--- config.mk ---
export PLATFORM = sky130hd
export DESIGN_NAME = mem_lsu
export DESIGN_NICKNAME = d
export VERILOG_FILES = /design/src/rtl/mem_pkg.sv /design/src/rtl/mem_load_align.sv /design/src/rtl/mem_lsu.sv
export SDC_FILE = /design/constraint.sdc
export NUM_CORES = 1
export LEC_CHECK = 0
export CAP_MARGIN = 20
export CORE_MARGIN = 5
export CORE_UTILIZATION = 43
export CTS_CLUSTER_DIAMETER = 80
export DETAILED_ROUTE_END_ITERATION = 7
export GPL_ROUTABILITY_DRIVEN = 0
export PLACE_DENSITY_LB_ADDON = 0.12
export SLEW_MARGIN = 20
export SYNTH_ARGS = -nofsm -noshare
export SYNTH_HDL_FRONTEND = slang
export SYNTH_SLANG_ARGS = --single-unit
--- constraint.sdc ---
create_clock -name i_clk -period 2 [get_ports i_clk]
set_input_delay 0.5 -clock i_clk [delete_from_list [all_inputs] [get_ports i_clk]]
set_output_delay 0.5 -clock i_clk [all_outputs]
set_load 0.005 [all_outputs]
--- src/rtl/mem_pkg.sv ---
// Shared types and constants for the MEM-stage load/store unit.
// Holds RV32I funct3 codes, LSU state encoding and fault codes.
package mem_pkg;

   localparam logic [2:0] F3_LB  = 3'b000;
   localparam logic [2:0] F3_LH  = 3'b001;
   localparam logic [2:0] F3_LW  = 3'b010;
   localparam logic [2:0] F3_LBU = 3'b100;
   localparam logic [2:0] F3_LHU = 3'b101;
   localparam logic [2:0] F3_SB  = 3'b000;
   localparam logic [2:0] F3_SH  = 3'b001;
   localparam logic [2:0] F3_SW  = 3'b010;

   localparam logic [1:0] FAULT_NONE     = 2'b00;
   localparam logic [1:0] FAULT_MISALIGN = 2'b01;
   localparam logic [1:0] FAULT_TIMEOUT  = 2'b10;
   localparam logic [1:0] FAULT_ILLEGAL  = 2'b11;

   typedef enum logic [1:0] {
      S_IDLE,
      S_REQ,
      S_WAIT_R,
      S_DONE
   } lsu_state_e;

endpackage

--- src/rtl/mem_load_align.sv ---
// Load data lane extraction and sign/zero extension.
// Purely combinational; shared by the LSU and its reference model.
module mem_load_align
   import mem_pkg::*;
(
   input  logic [31:0] rdata_i,
   input  logic [1:0]  off_i,
   input  logic [2:0]  funct3_i,
   output logic [31:0] result_o
);

   logic [7:0]  byte_v;
   logic [15:0] half_v;

   // Pick the addressed lane, then extend per funct3
   always_comb begin
      byte_v   = rdata_i[8*off_i +: 8];
      half_v   = off_i[1] ? rdata_i[31:16] : rdata_i[15:0];
      result_o = rdata_i;
      case (funct3_i)
         F3_LB:   result_o = {{24{byte_v[7]}}, byte_v};
         F3_LBU:  result_o = {24'h0, byte_v};
         F3_LH:   result_o = {{16{half_v[15]}}, half_v};
         F3_LHU:  result_o = {16'h0, half_v};
         default: result_o = rdata_i;
      endcase
   end

endmodule

--- src/rtl/mem_lsu.sv ---
// MEM-stage load/store initiator over a req/ready + rvalid memory port.
// Stalls the pipeline per access and flags misaligned/illegal/timeout.
module mem_lsu
   import mem_pkg::*;
#(
   parameter int unsigned TIMEOUT_CYCLES = 255,
   parameter int unsigned ADDR_W         = 32
) (
   input  logic              i_clk,
   input  logic              i_reset_n,
   input  logic              i_valid,
   input  logic [1:0]        i_ctrlMEM,
   input  logic [2:0]        i_funct3,
   input  logic [ADDR_W-1:0] i_memAddr,
   input  logic [31:0]       i_writeData,
   output logic              o_memReq,
   output logic              o_memWe,
   output logic [ADDR_W-1:0] o_memAddrOut,
   output logic [31:0]       o_memWdata,
   output logic [3:0]        o_memBe,
   input  logic              i_memReady,
   input  logic              i_memRvalid,
   input  logic [31:0]       i_memRdata,
   output logic              o_stall,
   output logic [31:0]       o_readData,
   output logic              o_done,
   output logic [1:0]        o_fault
);

   localparam logic [31:0] TO_LAST = 32'(TIMEOUT_CYCLES - 1);

   lsu_state_e        state_q, state_d;
   logic              req_q, req_d;
   logic              we_q, we_d;
   logic [ADDR_W-1:0] addr_q, addr_d;
   logic [31:0]       wdata_q, wdata_d;
   logic [3:0]        be_q, be_d;
   logic [31:0]       rdata_q, rdata_d;
   logic              done_q, done_d;
   logic [1:0]        fault_q, fault_d;
   logic [2:0]        f3_q, f3_d;
   logic [1:0]        off_q, off_d;
   logic [31:0]       cnt_q, cnt_d;

   logic        access, is_wr, illegal, misalign, to_hit;
   logic [3:0]  be_new;
   logic [31:0] wd_new, ld_ext;

   mem_load_align u_align (
      .rdata_i  (i_memRdata),
      .off_i    (off_q),
      .funct3_i (f3_q),
      .result_o (ld_ext)
   );

   // Decode the incoming request: legality, alignment, lanes
   always_comb begin
      access   = i_valid & (i_ctrlMEM != 2'b00);
      is_wr    = (i_ctrlMEM == 2'b01);
      illegal  = (i_ctrlMEM == 2'b11)
               | (i_funct3 == 3'b011)
               | (i_funct3 == 3'b110)
               | (i_funct3 == 3'b111)
               | (is_wr & i_funct3[2]);
      misalign = ((i_funct3[1:0] == 2'b01) & i_memAddr[0])
               | ((i_funct3[1:0] == 2'b10) & (i_memAddr[1:0] != 2'b00));
      be_new   = 4'b1111;
      wd_new   = i_writeData;
      if (is_wr) begin
         case (i_funct3[1:0])
            2'b00: begin
               be_new = 4'b0001 << i_memAddr[1:0];
               wd_new = {4{i_writeData[7:0]}};
            end
            2'b01: begin
               be_new = i_memAddr[1] ? 4'b1100 : 4'b0011;
               wd_new = {2{i_writeData[15:0]}};
            end
            default: begin
               be_new = 4'b1111;
               wd_new = i_writeData;
            end
         endcase
      end
      to_hit   = (TIMEOUT_CYCLES != 0) && (cnt_q == TO_LAST);
      o_stall  = (state_q == S_REQ) | (state_q == S_WAIT_R)
               | ((state_q == S_IDLE) & access);
   end

   // Next-state and registered-output computation
   always_comb begin
      state_d = state_q;
      req_d   = req_q;
      we_d    = we_q;
      addr_d  = addr_q;
      wdata_d = wdata_q;
      be_d    = be_q;
      rdata_d = rdata_q;
      done_d  = 1'b0;
      fault_d = FAULT_NONE;
      f3_d    = f3_q;
      off_d   = off_q;
      cnt_d   = cnt_q;
      unique case (state_q)
         S_IDLE: begin
            if (access) begin
               if (illegal) begin
                  state_d = S_DONE;
                  done_d  = 1'b1;
                  fault_d = FAULT_ILLEGAL;
               end else if (misalign) begin
                  state_d = S_DONE;
                  done_d  = 1'b1;
                  fault_d = FAULT_MISALIGN;
               end else begin
                  state_d = S_REQ;
                  req_d   = 1'b1;
                  we_d    = is_wr;
                  addr_d  = {i_memAddr[ADDR_W-1:2], 2'b00};
                  wdata_d = wd_new;
                  be_d    = be_new;
                  f3_d    = i_funct3;
                  off_d   = i_memAddr[1:0];
                  cnt_d   = '0;
               end
            end
         end
         S_REQ: begin
            cnt_d = cnt_q + 32'd1;
            if (i_memReady) begin
               req_d = 1'b0;
               we_d  = 1'b0;
               if (we_q) begin
                  state_d = S_DONE;
                  done_d  = 1'b1;
               end else begin
                  state_d = S_WAIT_R;
               end
            end else if (to_hit) begin
               req_d   = 1'b0;
               we_d    = 1'b0;
               state_d = S_DONE;
               done_d  = 1'b1;
               fault_d = FAULT_TIMEOUT;
               if (!we_q) rdata_d = '0;
            end
         end
         S_WAIT_R: begin
            cnt_d = cnt_q + 32'd1;
            if (i_memRvalid) begin
               rdata_d = ld_ext;
               state_d = S_DONE;
               done_d  = 1'b1;
            end else if (to_hit) begin
               rdata_d = '0;
               state_d = S_DONE;
               done_d  = 1'b1;
               fault_d = FAULT_TIMEOUT;
            end
         end
         S_DONE: begin
            state_d = S_IDLE;
         end
      endcase
   end

   // State and output registers with synchronous reset
   always_ff @(posedge i_clk) begin
      if (!i_reset_n) begin
         state_q <= S_IDLE;
         req_q   <= 1'b0;
         we_q    <= 1'b0;
         addr_q  <= '0;
         wdata_q <= '0;
         be_q    <= '0;
         rdata_q <= '0;
         done_q  <= 1'b0;
         fault_q <= FAULT_NONE;
         f3_q    <= '0;
         off_q   <= '0;
         cnt_q   <= '0;
      end else begin
         state_q <= state_d;
         req_q   <= req_d;
         we_q    <= we_d;
         addr_q  <= addr_d;
         wdata_q <= wdata_d;
         be_q    <= be_d;
         rdata_q <= rdata_d;
         done_q  <= done_d;
         fault_q <= fault_d;
         f3_q    <= f3_d;
         off_q   <= off_d;
         cnt_q   <= cnt_d;
      end
   end

   assign o_memReq     = req_q;
   assign o_memWe      = we_q;
   assign o_memAddrOut = addr_q;
   assign o_memWdata   = wdata_q;
   assign o_memBe      = be_q;
   assign o_readData   = rdata_q;
   assign o_done       = done_q;
   assign o_fault      = fault_q;

endmodule
# After elaboration in Yosys (flattened, before gate mapping)
# Index checks and enable logic that the tools add are counted.
[op_classes]
bitwise_logic = 14
add_sub_neg = 1
shifts = 2
eq_ne = 22
n_reduce_logical = 13
mul = 0
magnitude_cmp = 0
div = 0
n_mux = 50
[ops]
columns = ["cell", "count"]
rows = [
  ["$mux W32", 9],
  ["$pmux W32 S2", 3],
  ["$pmux W32 S4", 1],
  ["$add A32 B1 Y32 const B", 1],
  ["$eq A32 B8 Y1 const B", 1],
  ["$shiftx A32 B6 Y8", 1],
  ["$mux W2", 11],
  ["$mux W1", 17],
  ["$mux W16", 1],
  ["$eq A3 B3 Y1 const B", 4],
  ["$ne A2 B2 Y1 const B", 6],
  ["$reduce_and A5 Y1", 2],
  ["$reduce_bool A2 Y1", 5],
  ["$eq A2 B2 Y1 const B", 4],
  ["$mux W4", 2],
  ["$pmux W2 S4", 1],
  ["$pmux W4 S2", 1],
  ["$reduce_and A4 Y1", 2],
  ["$or A1 B1 Y1", 7],
  ["$eq A2 B1 Y1 const B", 3],
  ["$ne A3 B3 Y1 const B", 2],
  ["$pmux W2 S3", 1],
  ["$and A1 B1 Y1", 5],
  ["$logic_not A2 Y1", 2],
  ["8 further kinds", 10],
]
[word_totals]
output_inout_bits = 106
latchBits = 0
reg_bits = 142
mem_bits_rw = 0
word_cells = 114
inputBits = 106
mem_count = 0
mem_bits_ro = 0

# Logic depth before layout (Yosys ltp)
[depth]
ltp_word = 8
depth_mapped = 9
mapped_depth_nobuf = 7

# Cells and area by module
# Synthesis repeated with hierarchy kept, for this count alone.
[hier_totals]
cells_unflattened = 795
area_unflattened_um2 = 6995.5
[modules_own_cells]
columns = ["mod", "area_per_inst_um2", "cells_each", "seq_area_each_um2", "instances"]
rows = [
  ["mem_lsu", 6149.6, 699, 2842.7, 1],
  ["mem_load_align", 845.8, 96, 0.0, 1],
]

# Least setup slack after synthesis
# No wires, ideal clock.
[synth_timing]
path_kind = "register -> register"
startpoint = "register state_q[1]"
endpoint = "register cnt_q[29]"
t_arrival_ps = 1917
period_less_slack_ps = 2041
path_stages_with_launch = 9
slack_ps = -41
t_required_ps = 1876
path_cell_list = "dfxtp_1 > inv_1 > ha_1 > clkbuf_1 > nand2_1 > nor3_1 > buf_2 > o2111ai_1 > mux2i_1"
[synth_between]
elab_chain_len = 4
elab_cells_between_ends = 10
classes_between = "eq/ne (5); mux (1); reduce/logical (4)"
[synth_lines]
columns = ["item", "line", "rtl"]
rows = [
  ["start: declaration", "mem_lsu.sv:32", "lsu_state_e state_q, state_d;"],
  ["start signal: assignment", "mem_lsu.sv:183", "state_q <= state_d;"],
  ["$eq A2 B1 Y1 or $eq A2 B2 Y1 (tied branches)", "mem_lsu.sv:104", "unique case (state_q)"],
  ["$reduce_or A2 Y1 (no source line)", "--", ""],
  ["$reduce_bool A2 Y1 (no source line)", "--", ""],
  ["$reduce_and A4 Y1 (no source line)", "--", ""],
  ["end signal: assignment", "mem_lsu.sv:194", "cnt_q <= cnt_d;"],
  ["end: declaration", "mem_lsu.sv:43", "logic [31:0] cnt_q, cnt_d;"],
]
# Several ways; a longest one is shown, not always the timed one.
# A chain may end at the register's enable or synchronous reset.

# Worst setup path in the final report
[layout_timing]
startpoint = "register state_q[0]"
endpoint = "register cnt_q[13]"
# The elaborated chain is that of the path after synthesis.

==> results.md <==
* Status: finished, final reports clean
* Clk_skew at 0.00600 ns
* Cell with the most instances after synthesis: nand2_1
* Largest net degree at the start of global routing at 54
* Peak supply drop at 0.617 mV
* GRT overflow at 0
* WL/cell at 16.7 um
* Share of layout cells above drive strength 1 at 0.160
* Initial antenna violation count at 1
* Yosys top cell area share at 0.405
* Total power at 8280 uW
* Detail Route Antenna Nets at 0
* Top-level port count at 212
* Setup CP Type: reg2reg
* Total die area at 19000 um^2
* Vias at 7217
* Top post-synthesis cells by count: nand2_1, dfxtp_1, a21oi_1
* Initial DRC Count at 351
* Nature of the critical path startpoint: flop
* Via density at 5.31
* Yosys top cell by area: dfxtp_1
* Die height at 138 um
* Clock root buffer: clkbuf_16
* First-pass GRT wire length at 35100 um
* Starting Density at 0.440
* Syn_area_per_cell at 8.16 um^2
* Register area share after synthesis at 0.405
* Clock Sinks at 142
* WHS at 0.450 ns
* Layout Cell Area excl Fill at 10800 um^2
* TritonCTS clock tree: built
* CP Max Fanout at 9
* Setup WS pre-CTS at -0.646 ns
* CTS clk-pin slew, worst paths at 0.06 ns
* Setup-failing EPs final at 0
* # diodes at 0
* Synth warn at 0
* Pwr per Cell Area at 768 nW/um^2
* Synthesis-to-layout area growth at 53.7%
* Row Count at 46
* Hpwl dp at 16500 um
* Fill cells at 1332
* DRC at 0
* Fin. Hold Viols at 0
* Hold buffers post-CTS at 0
* Final period utilization at 0.970
* WP data arrival at 2.24 ns
* RSZ-0062 raised after global routing: no
* Total core area at 15900 um^2
* Post-place instance area at 9960 um^2
* Layout net count at 1244
* Clock Latency Late Sink at 0.42 ns
* Flops & latches, synth at 142
* Cell Area, Synth at 7020 um^2
* Buffers on Ports at 209
* Ys flop type: dfxtp_1
* Max Cap Viol at 0
* 1st-pass router iterations at 5
* Horiz. Die Dim at 138 um
* Hold Crit Class: reg2reg
* EDFF count, synth at 0
* H-tree lvl count at 4
* Synth area leaders: dfxtp_1, nand2_1, mux2i_1, a21oi_1, o211ai_1
* Fmax at 0.516 GHz
* Final core occ at 0.677
* GRT Total Usage at 0.237
* Critical Path Sink Type: flop
* Final worst slack at 0.0610 ns
* Cells after Synth at 860
* Slew Limit Fails at 0
* Leak at 0.00413 uW
* CP required at 2.30 ns
* Drt total wl at 22700 um
* Longest Clk Path Bufs at 2
* Post-synth cell types at 61
* Vias in the first global route at 6944
* Final min period at 1.94 ns
* Asr flop ratio synth at 0
* CTS Buf Count at 17
## layout by cell type, fill, tap and decap left out, types with 9 or more instances in the layout
cell	count
clkdlybuf4s50_1	202
nor2_1	35
a21oi_1	74
o21ai_0	17
nand2_1	205
o211ai_1	28
mux2i_1	73
buf_4	87
nand3_1	24
nor4_1	9
clkbuf_16	17
nand2b_1	30
buf_12	11
dfxtp_1	139
inv_1	30
## critical path: stages (launching register included)
cell and delay, ns:
dfxtp_2 0.32, inv_2 0.07, ha_4 0.16, o211ai_4 0.10, buf_6 0.14, buf_4 0.15, o31a_2 0.40, o41ai_1 0.38
a21oi_1 0.10
## where the power goes
group | switching [uW] | internal, uW | total (uW)
registers | 84.7 | 2990 | 3070
logic | 1010 | 1120 | 2130
clock network | 1210 | 1880 | 3090
## flip-flops by register name, summed over array words and instances, names as in the netlist
name,count
cnt_q,32
f3_q,3
o_done,1
o_fault,2
o_memAddrOut,30
o_memBe,4
o_memReq,1
o_memWdata,32
o_memWe,1
o_readData,32
off_q,2
state_q,2
## area by class of cell
cell class                      count  area (um^2)  area share
Multi-Input combinational cell    622         3880       0.360
Timing Repair Buffer              315         3090       0.287
Sequential cell                   142         2850       0.264
Clock buffer                       19          453      0.0420
Tap cell                          216          270      0.0251
Inverter                           34          128      0.0118
Clock inverter                     10          118      0.0109
## metal layers
metal / up-vias / wire length, um / global-route usage
li1: 3548 / - / -
met5: - / 13 / 0
met2: 259 / 10800 / 0.388
met3: 43 / 2360 / 0.102
met4: 2 / 436 / 0.0692
met1: 3365 / 9120 / 0.283
## metrics by stage
stage	setup TNS, ns	std cells
after floorplan	-0.00290	861
after global placement	-48.38	1319
after detailed placement	-51.36	1319
after CTS	-0.00155	1358
after global routing	0	1358
final	0	1358
## cell families after synthesis
| group | share of synthesized area |
|---|---|
| other | 0.000534 |
| XOR/XNOR | 0.00125 |
| flip-flops | 0.405 |
| AND/OR/NAND/NOR | 0.226 |
| AO/OA/AOI/OAI | 0.178 |
| multiplexers | 0.117 |
| adder cells (fa/ha/maj) | 0.0107 |
| buffers and inverters | 0.0615 |
## path summary, 6_finish.rpt
path         slack [ns]                   startpoint  cells past startpoint                           to
max reg2reg        0.06      state_q[0]$_SDFFE_PN0P_                      8       cnt_q[13]$_SDFFE_PN0P_
min reg2reg        0.45  o_memWdata[11]$_SDFFE_PN0P_                      2  o_memWdata[11]$_SDFFE_PN0P_
min                0.45  o_memWdata[11]$_SDFFE_PN0P_                      2  o_memWdata[11]$_SDFFE_PN0P_
max                0.06      state_q[0]$_SDFFE_PN0P_                      8       cnt_q[13]$_SDFFE_PN0P_
## timing repair
action                                  in CTS  in global routing
endpoints found under the setup margin      91                 68
resized for setup                           20                 17
pin swaps                                    8                  8
cloned                                       3                  0
setup buffers                                7                  2
No activity file was read; power rests on OpenSTA's default activity.
